==> config.mk <==
export PLATFORM = sky130hd
export DESIGN_NAME = s2p_cond
export DESIGN_NICKNAME = d
export VERILOG_FILES = /design/src/rtl/s2p_pkg.sv /design/src/rtl/shift_reg_s2p_cond.sv /design/src/rtl/s2p_cond.sv
export SDC_FILE = /design/constraint.sdc
export NUM_CORES = 1
export LEC_CHECK = 0
export ABC_AREA = 1
export CAP_MARGIN = 30
export CORE_MARGIN = 4
export CORE_UTILIZATION = 48
export DETAILED_ROUTE_END_ITERATION = 7
export HOLD_SLACK_MARGIN = 0.05
export PLACE_DENSITY = 0.84
export SYNTH_ARGS = -nofsm -noshare
export SYNTH_HDL_FRONTEND = slang
export SYNTH_SLANG_ARGS = --single-unit
==> constraint.sdc <==
create_clock -name IN_CLK_s2p -period 1.18 [get_ports IN_CLK_s2p]
set_input_delay 0.354 -clock IN_CLK_s2p [delete_from_list [all_inputs] [get_ports IN_CLK_s2p]]
set_output_delay 0.354 -clock IN_CLK_s2p [all_outputs]
set_load 0.01 [all_outputs]
==> src/rtl/s2p_pkg.sv <==
`default_nettype none
// ============================================================================
// Module   : s2p_pkg
// Purpose  : Shared definitions for the four-lane serial-to-parallel
//            converter with comma alignment (s2p_cond).
//            - Byte width, lane count, bit-counter width
//            - Default alignment (comma) symbol
//            - FSM state encoding (HUNT = 0, LOCKED = 1)
//            - Byte-slot classification helper used at each byte boundary
// Revision : 1.0 - initial release
// ============================================================================
package s2p_pkg;

  localparam int unsigned BYTE_W    = 8;
  localparam int unsigned NUM_LANES = 4;
  localparam int unsigned CTR_W     = $clog2(BYTE_W);

  localparam logic [BYTE_W-1:0] COMMA_DEFAULT = 8'hBC;

  // Counter value of the slot holding the last (LSB) bit of a byte.
  localparam logic [CTR_W-1:0] LAST_BIT = CTR_W'(BYTE_W - 1);

  typedef enum logic [0:0] {
    HUNT   = 1'b0,
    LOCKED = 1'b1
  } state_e;

  // Outcome of a completed byte slot while locked.
  typedef enum logic [1:0] {
    SLOT_ALL_COMMA  = 2'd0,  // every lane carries the comma: re-alignment marker
    SLOT_DATA       = 2'd1,  // no lane carries the comma: regular data byte
    SLOT_MISALIGNED = 2'd2   // some but not all lanes carry it: lanes skewed
  } slot_e;

  // Classify a byte slot from the per-lane "candidate equals comma" flags.
  function automatic slot_e classify_slot(input logic [NUM_LANES-1:0] hits);
    slot_e res;
    if (&hits) begin
      res = SLOT_ALL_COMMA;
    end else if (hits == '0) begin
      res = SLOT_DATA;
    end else begin
      res = SLOT_MISALIGNED;
    end
    return res;
  endfunction

endpackage : s2p_pkg
`default_nettype wire

==> src/rtl/shift_reg_s2p_cond.sv <==
`default_nettype none
// ============================================================================
// Module   : shift_reg_s2p_cond
// Purpose  : One lane of the serial front end. An 8-bit shift register that
//            takes one bit per enabled clock, MSB first, and presents the
//            byte that would result from accepting the current bit
//            (the "candidate") combinationally.
// Ports    : clk_i   - bit clock, rising edge
//            rst_ni  - asynchronous active-low reset, clears the register
//            en_i    - bit enable, register frozen while low
//            bit_i   - serial input bit for this lane
//            cand_o  - {register[6:0], bit_i}: byte completed by this bit
// Revision : 1.0 - initial release
// ============================================================================
module shift_reg_s2p_cond
  import s2p_pkg::*;
(
  input  logic              clk_i,
  input  logic              rst_ni,
  input  logic              en_i,
  input  logic              bit_i,
  output logic [BYTE_W-1:0] cand_o
);

  logic [BYTE_W-1:0] sr_q;
  logic [BYTE_W-1:0] sr_d;
  // The oldest bit falls off the end on the next shift and is never looked
  // at; it is kept so the register is a full byte as seen from outside.
  logic              unused_msb;

  assign sr_d       = {sr_q[BYTE_W-2:0], bit_i};
  assign cand_o     = sr_d;
  assign unused_msb = sr_q[BYTE_W-1];

  always_ff @(posedge clk_i or negedge rst_ni) begin
    if (!rst_ni) begin
      sr_q <= '0;
    end else if (en_i) begin
      sr_q <= sr_d;
    end
  end

endmodule : shift_reg_s2p_cond
`default_nettype wire

==> src/rtl/s2p_cond.sv <==
`default_nettype none
// ============================================================================
// Module   : s2p_cond
// Purpose  : Four-lane serial-to-parallel converter with comma alignment.
//            Each lane shifts in one bit per enabled clock (MSB first). In
//            HUNT the block searches bit by bit for the comma on all lanes
//            at once; once found it is LOCKED and counts bit slots. At
//            each byte boundary the completed bytes are delivered (no lane
//            is a comma), silently accepted as a re-alignment marker (all
//            lanes are commas), or flagged as lane misalignment (some
//            lanes are commas), which drops back to HUNT.
// Ports    : IN_CLK_s2p      - bit clock, all state on rising edge
//            IN_RESET_s2p    - asynchronous active-low reset
//            IN_ENB_s2p      - bit enable (low = no bit this cycle)
//            IN_LANE_s2p     - serial bits, bit n = lane n
//            OUT_LANE3..0_s2p- recovered data bytes, held between updates
//            OUT_VALID_s2p   - one-cycle pulse, new data bytes present
//            OUT_SYNC_s2p    - high while LOCKED
//            OUT_ERR_s2p     - one-cycle pulse on lane misalignment
//            OUT_CTR_s2p     - current bit index within the byte
// Revision : 1.0 - initial release
// ============================================================================
module s2p_cond
  import s2p_pkg::*;
#(
  parameter logic [BYTE_W-1:0] COMMA = COMMA_DEFAULT
) (
  input  logic                 IN_CLK_s2p,
  input  logic                 IN_RESET_s2p,
  input  logic                 IN_ENB_s2p,
  input  logic [NUM_LANES-1:0] IN_LANE_s2p,
  output logic [BYTE_W-1:0]    OUT_LANE3_s2p,
  output logic [BYTE_W-1:0]    OUT_LANE2_s2p,
  output logic [BYTE_W-1:0]    OUT_LANE1_s2p,
  output logic [BYTE_W-1:0]    OUT_LANE0_s2p,
  output logic                 OUT_VALID_s2p,
  output logic                 OUT_SYNC_s2p,
  output logic                 OUT_ERR_s2p,
  output logic [CTR_W-1:0]     OUT_CTR_s2p
);

  // --------------------------------------------------------------------------
  // Per-lane shift registers and comma comparators
  // --------------------------------------------------------------------------
  logic [BYTE_W-1:0]    cand      [NUM_LANES];
  logic [NUM_LANES-1:0] comma_hit;

  for (genvar n = 0; n < NUM_LANES; n++) begin : g_lane
    shift_reg_s2p_cond u_shift_reg (
      .clk_i  (IN_CLK_s2p),
      .rst_ni (IN_RESET_s2p),
      .en_i   (IN_ENB_s2p),
      .bit_i  (IN_LANE_s2p[n]),
      .cand_o (cand[n])
    );

    // Compared against the candidate, not the stored register, so the
    // decision is made on the same edge that accepts the byte's last bit.
    assign comma_hit[n] = (cand[n] == COMMA);
  end

  // --------------------------------------------------------------------------
  // Control state
  // --------------------------------------------------------------------------
  state_e            state_q;
  logic [CTR_W-1:0]  ctr_q;
  logic [CTR_W-1:0]  ctr_d;
  logic [BYTE_W-1:0] data_q [NUM_LANES];
  logic              valid_q;
  logic              err_q;
  slot_e             slot;

  assign ctr_d = (ctr_q == LAST_BIT) ? '0 : ctr_q + 1'b1;
  assign slot  = classify_slot(comma_hit);

  always_ff @(posedge IN_CLK_s2p or negedge IN_RESET_s2p) begin
    if (!IN_RESET_s2p) begin
      state_q <= HUNT;
      ctr_q   <= '0;
      valid_q <= 1'b0;
      err_q   <= 1'b0;
      for (int n = 0; n < NUM_LANES; n++) begin
        data_q[n] <= '0;
      end
    end else begin
      // Pulses last one cycle; a disabled edge always clears them.
      valid_q <= 1'b0;
      err_q   <= 1'b0;

      if (IN_ENB_s2p) begin
        case (state_q)
          HUNT: begin
            // Bit-granular search: every enabled edge is a potential
            // byte boundary until the comma shows up on all lanes.
            ctr_q <= '0;
            if (&comma_hit) begin
              state_q <= LOCKED;
            end
          end

          LOCKED: begin
            ctr_q <= ctr_d;
            if (ctr_q == LAST_BIT) begin
              case (slot)
                SLOT_DATA: begin
                  valid_q <= 1'b1;
                  for (int n = 0; n < NUM_LANES; n++) begin
                    data_q[n] <= cand[n];
                  end
                end
                SLOT_MISALIGNED: begin
                  state_q <= HUNT;
                  err_q   <= 1'b1;
                end
                default: begin
                  // All-comma slot: alignment confirmed, nothing to deliver.
                end
              endcase
            end
          end

          default: begin
            state_q <= HUNT;
            ctr_q   <= '0;
          end
        endcase
      end
    end
  end

  // --------------------------------------------------------------------------
  // Outputs (all straight from registers)
  // --------------------------------------------------------------------------
  assign OUT_LANE3_s2p = data_q[3];
  assign OUT_LANE2_s2p = data_q[2];
  assign OUT_LANE1_s2p = data_q[1];
  assign OUT_LANE0_s2p = data_q[0];
  assign OUT_VALID_s2p = valid_q;
  assign OUT_ERR_s2p   = err_q;
  assign OUT_SYNC_s2p  = (state_q == LOCKED);
  assign OUT_CTR_s2p   = ctr_q;

endmodule : s2p_cond
`default_nettype wire

# Yosys cells after proc, flatten, opt, wreduce, memory -nomap -nowiden
# Index checks and enable logic that the tools add are counted.
# classes
n_addsub	1
n_eq_ne	7
mux	16
bitwise	1
reduce_logical	3
# op_table
operator	count
equality test 8 bit, second input constant	4
two-way mux 1 bit	11
AND reduction 4 bit	2
one-hot mux 3 bit (2 select lines)	1
logical NOT 4 bit	1
two-way mux 2 bit	2
adder 3 x 1 -> 3 bit, second input constant	1
equality test 3 bit, second input constant	1
two-way mux 3 bit	1
equality test 2 x 1 -> 1 bit, second input constant	1
equality test 2 bit, second input constant	1
one-hot mux 1 bit (2 select lines)	1
inverter 1 bit	1
# word_totals
regBits	66
input_bits	7
out_inout_bits	38
word_cells	40

# Longest topological paths before layout
# logic_depth
word_depth	9
depth_mapped	10
ltp_nobuf	10

# Modules after synthesis
# A second synthesis with hierarchy kept.
# unflattened
hier_cells	342
hier_area_um2	2875.3
# modules_own_cells
mod	instances	cells_each	area_per_inst_um2	seq_area_each_um2
s2p_cond	1	218	1769.2	950.9
shift_reg_s2p_cond	4	31	276.5	175.2

# Worst setup path before layout
# Ideal clock, no wire load.
# synth_path
path_type	register to register
startpoint	register ctr_q[0] (netlist: OUT_CTR_s2p[0])
endpoint	register data_q (netlist bit OUT_LANE0_s2p[0])
setup_ns	0.117
t_arrival_ns	1.241
required_ns	1.063
slack_ns	-0.177
stages_incl_launch_ff	8
n_path_buf	1
period_less_slack_ns	1.357
cell_sequence	dfrtp_1 -> ha_1 -> ha_1 -> inv_1 -> nor2_4 -> buf_2 -> nand3_1 -> nand2_1
# synth_via
elab_chain_cells	2
# synth_lines
item	line_no	rtl
start: declaration	s2p_cond.sv:66	logic [CTR_W-1:0] ctr_q;
start signal: assignment	s2p_cond.sv:102	ctr_q <= ctr_d;
equality test 3 bit	s2p_cond.sv:103	if (ctr_q == LAST_BIT) begin
AND reduction 4 bit (no line)	n/a	
end signal: indexed assignment	s2p_cond.sv:108	data_q[n] <= cand[n];
end: declaration	s2p_cond.sv:68	logic [BYTE_W-1:0] data_q [NUM_LANES];
# No other way between the ends.
# A chain may end at the register's enable or synchronous reset.

# Final worst setup path
# layout_path
startpoint	register ctr_q[0] (netlist: OUT_CTR_s2p[0])
endpoint	register data_q (netlist bit OUT_LANE2_s2p[7])
# The elaborated chain is that of the path after synthesis.

==> impl_metrics.yaml <==
run_status:
  status: "complete, but fails checks"
  failed_checks: "negative setup slack"
global_routing:
  grt_pass1_wl_um: 12100
  grt_pass1_vias: 2647
  antenna_found_initial: 0
  grt_usage: 0.221
  grt-ovfl-total: 0
  grt_start_max_net_pins: 67
clock_tree:
  cts_num_sinks: 66
  htree_levels: 3
  cts_buffer_depth: 2
  root_buffer: "clkbuf_8"
  path_clk_slew_ps: 70
  clock_latency_ps: 360
  cts_buffers: 9
  cts_tree: "yes"
synth:
  synth_area_per_cell_sq_um: 8.79
  ys.flop_type: "dfrtp_1"
  synth.distinct_cells: 19
  syn_area_sq_mm: 0.00278
  postSynthCellCount: 316
  yosysWarnings: 0
  async_reset_ff_frac: 1.00
  synth-seq-cells: 66
  synth.net_count: 325
  yosysSeqAreaShare: 0.595
  synth_edf_count: 0
sta:
  skew_ps: 15.6
  rsz0062_at_grt: "true"
  min_period_ps: 1530
  tns_ps: -12480
  hold_viol_final: 0
  finalSetupViolCount: 74
  fmax_ghz: 0.655
  finalWorstSetupSlack_ps: -348
  fin_crit_sh: 1.29
  slew_headroom: 0.773
  drv_slew: 0
  worstMarginPinSlew_ps: 340
worst_setup_path:
  cp-end-kind: "flop"
  start_kind: "flop"
  critPathSlowestCell: "dfrtp_1"
  cpPeakStageDelay_ps: 380
  path_cells: "ha_2 -> ha_4 -> inv_4 -> nor2_4 -> buf_12 -> clkbuf_16 -> nand3_2 -> nand2_1"
  worstPathMaxFanout: 8
  r2r_setup_slack_ps: -350
  r2r_start: "OUT_CTR_s2p[0]"
  arrival_ps: 1820
  required_ps: 1470
  r2r-end: "OUT_LANE2_s2p[7]"
  crit_type: "reg -> reg"
  r2r_cells: 8
route:
  avgViaCountPerCell: 5.43
  routed_wl_um: 9300
  final_antenna_net_count: 0
  drtIter0Drc: 293
  drt-wirelength-per-cell_um: 17.9
  drc: 0
  drt_pass1_iterations: 5
  via_count: 2825
power_and_ir_drop:
  intPower_mw: 5.52
  p_per_area_mw_per_mm2: 1970
  pwr-share-comb: 0.386
  p_switching_mw: 2.89
  swShare: 0.344
  pwr-share-clk: 0.217
  leakage_nw: 2.25
  seqPwrFrac: 0.397
  peakVddDrop_mv: 1.16
finish:
  final_nets: 452
  final_layout_size_suffix_gt1_frac: 0.458
  n_antenna_cell: 0
  layout_common_cells: "84 x nand2_1, 67 x buf_4, 66 x dfrtp_1"
  final_common_cell: "nand2_1"
  area_growth_pct: 53.2
  fillerInstances: 339
  design_area_sq_mm: 0.00426
placement:
  dpl.hpwl_um: 4080
  placed_area_sq_mm: 0.00360
  gp_congestion: 0.787
  port_buffers: 44
min_path:
  min_to: "g_lane[1].u_shift_reg.sr_q[0]"
  hp-class: "in -> reg"
  min_from: "IN_LANE_s2p[1]"
  min_path_cells: 4
floorplanning:
  ios: 45
  fp.dieW_um: 84.1
  die_h_um: 84.1
  initial_core_util: 0.498
  core_area_sq_mm: 0.00557
  row_count: 27
  dieArea_sq_mm: 0.00707
flow_run:
  max_cap_viol_count: 0
## how the worst max path moves through the flow
stage / startpoint / endpoint / depth (start not counted)
after floorplan: OUT_CTR_s2p[1] / OUT_LANE0_s2p[0] / 8
after global placement: IN_LANE_s2p[2] / OUT_LANE1_s2p[0] / 10
after detailed placement: IN_LANE_s2p[3] / OUT_LANE2_s2p[7] / 10
after CTS: OUT_CTR_s2p[1] / OUT_LANE1_s2p[3] / 8
after global routing: g_lane[3].u_shift_reg.sr_q[5] / OUT_LANE2_s2p[7] / 10
final: OUT_CTR_s2p[0] / OUT_LANE2_s2p[7] / 8
## per-stage QoR
stage          instances  power, mW  worst slack (ps)  hold WS, ps   util
2_1_floorplan        316       4.39              -143         58.4      -
3_3_place_gp         466       6.02              -649          393  0.646
4_1_cts              502       7.76              -262          417  0.703
5_1_grt              520       8.86              -390          379  0.764
3_5_place_dp         466       6.12              -721          400  0.646
6_report             520       8.41              -348          347  0.764
## cells by family (layout without fill, tap and decap cells)
group,count (synthesis),in the layout,share of synthesized area
buffers and inverters,46,175,0.0761
adders and majority gates,2,2,0.00901
AOI/OAI and AO/OA,31,31,0.0563
DFF,66,66,0.595
and+or+nand+nor,171,174,0.264
## critical path, delay by kind of cell (launching register included)
| family | cells | cell delay, ps |
|---|---|---|
| flip-flops | 1 | 380 |
| adder cells (fa/ha/maj) | 2 | 360 |
| AND/OR/NAND/NOR | 3 | 300 |
| buffers and inverters | 3 | 400 |
## power by group through the flow
| stage | logic (mW) | clock network [mW] | registers (mW) |
|---|---|---|---|
| CTS | 2.73 | 1.76 | 3.27 |
| detailed placement | 2.79 | 0 | 3.33 |
| floorplan | 0.784 | 0 | 3.61 |
| global route | 3.52 | 1.94 | 3.40 |
| global placement | 2.68 | 0 | 3.34 |
| finish | 3.25 | 1.82 | 3.34 |
## state kept, by name, summed over array words and instances (netlist names)
register / cells
OUT_SYNC_s2p: 1
OUT_VALID_s2p: 1
OUT_LANE2_s2p: 8
OUT_ERR_s2p: 1
OUT_LANE3_s2p: 8
OUT_LANE0_s2p: 8
OUT_CTR_s2p: 3
g_lane.u_shift_reg.sr_q: 28
OUT_LANE1_s2p: 8
## cell usage after synthesis (4+ instances only)
| cell type | count | area [sq um] |
|---|---|---|
| nand2_1 | 105 | 394 |
| dfrtp_1 | 66 | 1650 |
| nand3_1 | 36 | 180 |
| inv_1 | 27 | 101 |
| nor2_1 | 23 | 86.3 |
| o21ai_0 | 18 | 90.1 |
| a21oi_1 | 12 | 60.1 |
| buf_1 | 4 | 15.0 |
| buf_2 | 4 | 20.0 |
## layer usage
metal  wire (um)  part of all wire  vias to the layer above  global-route usage
met3         652             0.070                       58              0.0642
li1            -                 -                     1250                   -
met2        4690              0.50                      180               0.373
met1        3440              0.37                     1337               0.246
met4         512             0.055                        0               0.127
met5           0                 0                        -                   0
## cell type report
class	instances	area, sq um	share of cell area
clock buffer	14	173	0.0406
tap	72	90.1	0.0212
multi-input combinational	207	1160	0.272
sequential	66	1650	0.388
timing repair buffer	129	1060	0.248
clock inverter	2	10.0	0.00235
inverter	30	115	0.0270
## timing repair
item	in CTS	in global routing
hold endpoints to repair	66	0
resized for setup	182	58
buffers inserted	16	17
cloned	4	2
hold buffers	1	0
pin swaps	11	35
setup endpoints to repair	74	75
Power figures use the tool's default switching activity.
